==> config.mk <==
export PLATFORM = sky130hd
export DESIGN_NAME = mem_arbiter
export DESIGN_NICKNAME = d
export VERILOG_FILES = /design/src/rtl/cpu_types_pkg.sv /design/src/rtl/mem_arbiter_pkg.sv /design/src/rtl/mem_arb_watchdog.sv /design/src/rtl/mem_arbiter.sv
export SDC_FILE = /design/constraint.sdc
export NUM_CORES = 1
export LEC_CHECK = 0
export BUFFER_PORTS_ARGS = -buffer_cell sky130_fd_sc_hd__buf_2
export CORE_MARGIN = 2
export CORE_UTILIZATION = 29
export CTS_CLUSTER_DIAMETER = 120
export DETAILED_ROUTE_END_ITERATION = 7
export PLACE_DENSITY = 0.66
export SYNTH_ARGS = -nofsm -noshare
export SYNTH_HDL_FRONTEND = slang
export SYNTH_SLANG_ARGS = --single-unit
==> constraint.sdc <==
create_clock -name CLK -period 4.7 [get_ports CLK]
set_clock_uncertainty 0.15 [all_clocks]
set_input_delay 0.705 -clock CLK [delete_from_list [all_inputs] [get_ports CLK]]
set_output_delay 0.705 -clock CLK [all_outputs]
set_load 0.01 [all_outputs]
==> src/rtl/cpu_types_pkg.sv <==
// Shared CPU-wide scalar types.
package cpu_types_pkg;
  localparam int unsigned CPU_WORD_W = 32;
  typedef logic [CPU_WORD_W-1:0] word_t;
endpackage

==> src/rtl/mem_arbiter_pkg.sv <==
// Types shared by the unified-RAM arbiter and its watchdog.
package mem_arbiter_pkg;
  typedef cpu_types_pkg::word_t word_t;

  typedef enum logic [1:0] {
    FREE   = 2'd0,
    BUSY   = 2'd1,
    ACCESS = 2'd2,
    ERROR  = 2'd3
  } ramstate_t;

  typedef enum logic [1:0] {
    IDLE = 2'd0,
    IACC = 2'd1,
    DACC = 2'd2
  } arb_state_t;
endpackage

==> src/rtl/mem_arb_watchdog.sv <==
// Saturating access-age counter; expire_o is high once TIMEOUT-1 cycles have elapsed.
module mem_arb_watchdog #(
  parameter int unsigned TIMEOUT = 64
) (
  input  logic clk_i,
  input  logic rst_i,
  input  logic clr_i,
  input  logic en_i,
  output logic expire_o
);
  localparam int unsigned CW = $clog2(TIMEOUT);
  localparam logic [CW-1:0] LAST = CW'(TIMEOUT - 1);

  logic [CW-1:0] cnt_q, cnt_d;

  always_comb begin
    cnt_d = cnt_q;
    if (clr_i)
      cnt_d = '0;
    else if (en_i && (cnt_q != LAST))
      cnt_d = cnt_q + 1'b1;
  end

  always_ff @(posedge clk_i) begin
    if (rst_i) cnt_q <= '0;
    else       cnt_q <= cnt_d;
  end

  assign expire_o = (cnt_q == LAST);
endmodule

==> src/rtl/mem_arbiter.sv <==
// Unified-RAM arbiter: data side has priority, one IDLE cycle between accesses.
// Optional instruction-starvation guard enabled by MEM_ARB_FAIRNESS_EN.
module mem_arbiter
  import mem_arbiter_pkg::*;
#(
  parameter int unsigned WORD_W     = 32,
  parameter int unsigned TIMEOUT    = 64,
  parameter int unsigned STARVE_MAX = 4
) (
  input  logic              CLK,
  input  logic              RST,
  input  logic              iREN,
  input  logic [WORD_W-1:0] iaddr,
  output logic              ihit,
  output logic [WORD_W-1:0] iload,
  input  logic              dREN,
  input  logic              dWEN,
  input  logic [WORD_W-1:0] daddr,
  input  logic [WORD_W-1:0] dstore,
  output logic              dhit,
  output logic [WORD_W-1:0] dload,
  output logic              ramREN,
  output logic              ramWEN,
  output logic [WORD_W-1:0] ramaddr,
  output logic [WORD_W-1:0] ramstore,
  input  logic [WORD_W-1:0] ramload,
  input  logic [1:0]        ramstate,
  output logic              mem_err
);
  arb_state_t        state_q, state_d;
  logic [WORD_W-1:0] addr_q, addr_d, store_q, store_d;
  logic              wr_q, wr_d;
  ramstate_t         rs;
  logic              dreq, grant_d, grant_i, starved, expire, done, fail;

  assign rs      = ramstate_t'(ramstate);
  assign dreq    = dREN | dWEN;
  assign grant_d = (state_q == IDLE) && dreq && !starved;
  assign grant_i = (state_q == IDLE) && iREN && !grant_d;
  assign done    = (rs == ACCESS);
  // ACCESS arriving in the expiry cycle still wins over the timeout
  assign fail    = (rs == ERROR) || (expire && !done);

`ifdef MEM_ARB_FAIRNESS_EN
  localparam int unsigned SW = $clog2(STARVE_MAX + 1);
  logic [SW-1:0] starve_q, starve_d;

  assign starved = iREN && (starve_q == SW'(STARVE_MAX));

  always_comb begin
    starve_d = starve_q;
    if (grant_i)
      starve_d = '0;
    else if (grant_d && iREN)
      starve_d = starve_q + 1'b1;
  end

  always_ff @(posedge CLK) begin
    if (RST) starve_q <= '0;
    else     starve_q <= starve_d;
  end
`else
  logic unused_starve_max;
  assign unused_starve_max = (STARVE_MAX == 0);
  assign starved           = 1'b0;
`endif

  mem_arb_watchdog #(.TIMEOUT(TIMEOUT)) u_watchdog (
    .clk_i    (CLK),
    .rst_i    (RST),
    .clr_i    (state_q == IDLE),
    .en_i     (state_q != IDLE),
    .expire_o (expire)
  );

  always_comb begin
    state_d  = state_q;
    addr_d   = addr_q;
    store_d  = store_q;
    wr_d     = wr_q;
    ramREN   = 1'b0;
    ramWEN   = 1'b0;
    ramaddr  = '0;
    ramstore = '0;
    ihit     = 1'b0;
    dhit     = 1'b0;
    iload    = '0;
    dload    = '0;
    mem_err  = 1'b0;
    unique case (state_q)
      IDLE: begin
        if (grant_d) begin
          state_d = DACC;
          addr_d  = daddr;
          wr_d    = dWEN;
          store_d = dWEN ? dstore : '0;
        end else if (grant_i) begin
          state_d = IACC;
          addr_d  = iaddr;
          wr_d    = 1'b0;
          store_d = '0;
        end
      end
      IACC: begin
        ramREN  = 1'b1;
        ramaddr = addr_q;
        if (done) begin
          ihit    = iREN;
          iload   = iREN ? ramload : '0;
          state_d = IDLE;
        end else if (fail) begin
          mem_err = 1'b1;
          state_d = IDLE;
        end
      end
      DACC: begin
        ramREN   = !wr_q;
        ramWEN   = wr_q;
        ramaddr  = addr_q;
        ramstore = store_q;
        if (done) begin
          dhit    = dreq;
          dload   = dreq ? ramload : '0;
          state_d = IDLE;
        end else if (fail) begin
          mem_err = 1'b1;
          state_d = IDLE;
        end
      end
      default: state_d = IDLE;
    endcase
  end

  always_ff @(posedge CLK) begin
    if (RST) begin
      state_q <= IDLE;
      addr_q  <= '0;
      store_q <= '0;
      wr_q    <= 1'b0;
    end else begin
      state_q <= state_d;
      addr_q  <= addr_d;
      store_q <= store_d;
      wr_q    <= wr_d;
    end
  end
endmodule

# Word-level counts from Yosys, hierarchy flattened
# Index checks and enable logic that the tools add are counted.
# W data, S select, Z words.
# totals
regBits,73
latchBits,0
ram_bits,0
romBits,0
in_bits,135
output_inout_bits,133
elab_cells,60
memories,0
# op_classes
n_addsub,1
multipliers,0
div,0
order_cmp,0
eq_ne,8
n_shift,0
muxes,29
bitwise,1
reduce_logical,16
# ops
op,n
$mux W32,13
$mux W1,10
$mux W2,4
$add A6 B1 Y6 const B,1
$eq A2 B2 Y1 const B,3
$eq A6 B6 Y1 const B,1
$ne A6 B6 Y1 const B,1
$logic_and A1 B1 Y1,5
$pmux W2 S2,1
$reduce_and A2 Y1,2
$reduce_bool A2 Y1,2
$reduce_or A2 Y1,2
$logic_not A1 Y1,3
$ne A3 B1 Y1 const B,1
$ne A3 B3 Y1 const B,1
$eq A2 B1 Y1 const B,1
$logic_not A2 Y1,1
$pmux W1 S2,1
$logic_or A1 B1 Y1,1
$or A1 B1 Y1,1

# Longest topological paths before layout
# depth
word_depth,7
mapped_depth,8
depth_no_buf,6

# Hierarchy
# A second synthesis with hierarchy kept.
# unflattened
hier_cells,457
hier_area_um2,4008.8
# by_module_without_submodules
module,n_inst,cells_per_inst,area_each_um2
mem_arbiter,1,425,3716.1
mem_arb_watchdog,1,32,292.8

# Worst setup path before layout
# No wires, ideal clock.
# synth_path
kind,input port to output port
start,input dREN
end,output dload[22]
arrival_time_ns,1.552
t_required_ns,3.845
slack_ns,2.293
path_stages,4
cell_sequence,or2_1 > and3_1 > buf_2 > and2_1
# synth_via
elab_chain_len,4
# synth_rtl
item,line,text
"start, declared",mem_arbiter.sv:16,"input logic dREN,"
$or A1 B1 Y1,mem_arbiter.sv:37,assign dreq = dREN | dWEN;
$mux W32,mem_arbiter.sv:123,dload = dreq ? ramload : '0;
$mux W32,mem_arbiter.sv:121,if (done) begin
$mux W32,mem_arbiter.sv:90,unique case (state_q)
"end, declared",mem_arbiter.sv:21,"output logic [WORD_W-1:0] dload,"
# No other way between the ends.

# Worst setup path after layout
# layout_path
start,input ramstate[1]
end,output iload[10]
# layout_via
elab_chain_len,3
# layout_rtl
item,line,text
"start, declared",mem_arbiter.sv:27,"input logic [1:0] ramstate,"
$eq A2 B2 Y1,mem_arbiter.sv:40,assign done = (rs == ACCESS);
$mux W32,mem_arbiter.sv:107,if (done) begin
$mux W32,mem_arbiter.sv:90,
"end, declared",mem_arbiter.sv:15,"output logic [WORD_W-1:0] iload,"
# No other way between the ends.

==> reports/summary.txt <==
Status - completed
Setup TNS - 0 ns
Setup Fix Bufs, Post-CTS - 0
Slew Limit Fails - 0
R2R setup slack - 2.02 ns
Largest net degree at the start of global routing - 52
Antenna violations before repair - 2
Library cells used by synthesis - 38
#FFs+latches synth - 73
Reg2Reg Depth - 7
Final WS setup - 1.550 ns
Crit Path Category - in2out
Chip height - 123.3 µm
Tmin final - 3.150 ns
Starting DRT DRC Count - 208
HPWL after DPL - 10.25 mm
First-pass GRT wire length - 20.30 mm
Fmax achieved - 317.5 MHz
Worst reg2reg path endpoint - store_q[10]
Ports - 268
Startpoint Class - primary input
Total number of vias - 4336
Antenna Violating Nets Remaining - 0
Worst-Margin Slew - 1.110 ns
Clock Latency Late Sink - 0.33 ns
TritonCTS clock tree - done
Reg2reg start - state_q[1]
Yosys warnings - 0
Met2 WL - 7.068 mm
CP max stage cell - and3_1
Final GP Congestion - 0.7538
Unrepaired setup endpoints after global routing - no
Worst rel slew slack - 0.2601
Max Buffers Root-to-Sink - 2
WHS - 0.3432 ns
Sequential-to-total area share from yosys stat - 0.3538
Initial core utilization - 0.2975
PostCTS Resize Cnt - 0
WL final - 14.04 mm
H-Tree Depth - 3
Fin. Hold Viols - 0
Crit. End Element - output pin
Place WS - 1.605 ns
Average routed wire per standard cell - 15.28 µm
CP Cell Sequence - buf_2 > nor2b_1 > and3_1 > and2_1 > buf_2
Critical Path Most Common Cell - buf_2
CTS Sinks - 73
Layout cell share with drive strength beyond 1 - 0.4437
Fin nets - 871
Max Fanout on Critical Path - 33
Total grt overflow - 0
Power per cell area - 326.2 nW/µm²
Num CTS Buffers - 9
Final period util - 0.6701
Syn Nets - 632
Main synth FF type - dfxtp_1
WP data arrival - 2.29 ns
Clock Tree Root - clkbuf_16
FP Rows - 43
Die area - 15210 µm²
DR pass1 iterations - 5
Hold Crit Start - addr_q[0]
DRC - 0
Final setup violation count - 0
Worst-path clk slew - 0.06 ns
Die X - 123.3 µm
Crit path largest cell delay - 0.82 ns
Core area - 13880 µm²
Post-synth EDFFs - 0
Syn Area/Cell - 8.378 µm²
Cells after Synth - 493
Highest metal used - met4
Fraction of registers with async set/reset - 0
Leak pwr - 2.892 nW
Vias in the first global route - 3875
Min-delay worst type - reg2reg
VDD IR max - 0.0001682 V
# hold bufs at CTS - 0
Met1 Wirelength - 5.645 mm
Gr usage total - 0.1758
Crit path capture - iload[10]
Synthesized cell area - 4130 µm²
CP startpoint - ramstate[1]
Req. time, crit path - 3.85 ns
PortBufs - 267
Max Cap Viol - 0
Area grow syn2layout - 40.93%
Met3 Routed Length - 1.144 mm
Routed vias/inst - 4.718
-- worst min-delay path by stage --
stage	to	cells after the start	slack [ns]
finish	addr_q[0]	2	0.34
global route	store_q[23]	2	0.37
CTS	addr_q[1]	2	0.34
detailed placement	store_q[6]	2	0.33
global placement	store_q[10]	2	0.32
floorplan	store_q[0]	2	0.31
-- synthesized netlist by cell type, types with 2 or more instances --
| master | instances | area (µm²) |
|---|---|---|
| nor2_1 | 68 | 255.2 |
| a211oi_1 | 3 | 22.52 |
| xnor2_1 | 2 | 17.52 |
| nand3b_1 | 32 | 240.2 |
| and2_1 | 131 | 819.5 |
| a21oi_1 | 5 | 25.02 |
| a211oi_2 | 30 | 375.4 |
| nor2b_1 | 4 | 25.02 |
| nand3_1 | 2 | 10.01 |
| ha_1 | 4 | 50.05 |
| buf_2 | 11 | 55.05 |
| nand2_1 | 6 | 22.52 |
| clkbuf_1 | 21 | 78.83 |
| clkbuf_2 | 2 | 10.01 |
| o21ai_0 | 22 | 110.1 |
| buf_1 | 2 | 7.510 |
| buf_6 | 3 | 33.78 |
| inv_1 | 3 | 11.26 |
| a31oi_1 | 2 | 12.51 |
| and3_1 | 2 | 12.51 |
| dfxtp_1 | 73 | 1461 |
| o21ai_1 | 11 | 55.05 |
| buf_4 | 7 | 52.55 |
| a22oi_1 | 33 | 247.7 |
-- per-stage QoR --
stage	power, mW	area, µm²	std cells	util
after floorplan	1.062	4130	493	-
after global placement	1.221	5519	901	0.3976
after detailed placement	1.225	5519	901	0.3976
after CTS	1.928	5816	917	0.4190
after global routing	2.010	5821	919	0.4193
final	1.899	5821	919	0.4193
-- area by class of cell --
cell class	count	area [µm²]
Timing Repair Buffer	274	1389
Multi-Input combinational cell	371	2432
Clock buffer	10	239.0
Tap cell	180	225.2
Sequential cell	73	1461
Antenna cell	2	5.005
Inverter	3	11.26
Clock inverter	6	57.56
Fill cell	1438	8060
-- routing by layer --
layer | vias to the layer above | global-route usage
li1 | 2155 | -
met1 | 1992 | 0.1966
met2 | 174 | 0.3146
met3 | 15 | 0.04244
met4 | 0 | 0.07813
met5 | - | 0
-- power by group --
| group | internal (mW) | total [mW] | switching [mW] |
|---|---|---|---|
| combinational | 0.201 | 0.486 | 0.285 |
| sequential | 0.688 | 0.720 | 0.0320 |
| clock | 0.422 | 0.693 | 0.271 |
| total | 1.31 | 1.90 | 0.588 |
-- kinds of logic after synthesis --
| group | after synthesis | synth area share |
|---|---|---|
| flops | 73 | 0.3538 |
| fa+ha+maj | 4 | 0.01212 |
| xor+xnor | 2 | 0.004242 |
| simple gates | 252 | 0.3481 |
| compound gates | 113 | 0.2215 |
| buf+inv | 49 | 0.06029 |
-- registers in the layout, indices dropped and copies added (netlist names) --
name / count
addr_q: 32
state_q: 2
u_watchdog.cnt_q: 6
store_q: 32
wr_q: 1
-- critical path, delay by kind of cell --
family / cells / cell delay, ns
simple gates: 3 / 1.35
buf+inv: 2 / 0.23
-- placed cells by master (no fill, tap or decap), drive strengths merged, types with 3 or more instances in the layout --
master / Yosys / layout
nor2b: 4 / 4
nand2: 6 / 6
clkbuf: 23 / 10
a22oi: 33 / 33
and2: 131 / 131
a211oi: 33 / 33
a21oi: 6 / 6
buf: 23 / 274
ha: 4 / 4
inv: 3 / 3
nand3b: 32 / 32
nor2: 68 / 68
clkinv: 0 / 4
o21ai: 34 / 34
dfxtp: 73 / 73
(Power assumes the default switching activity.)
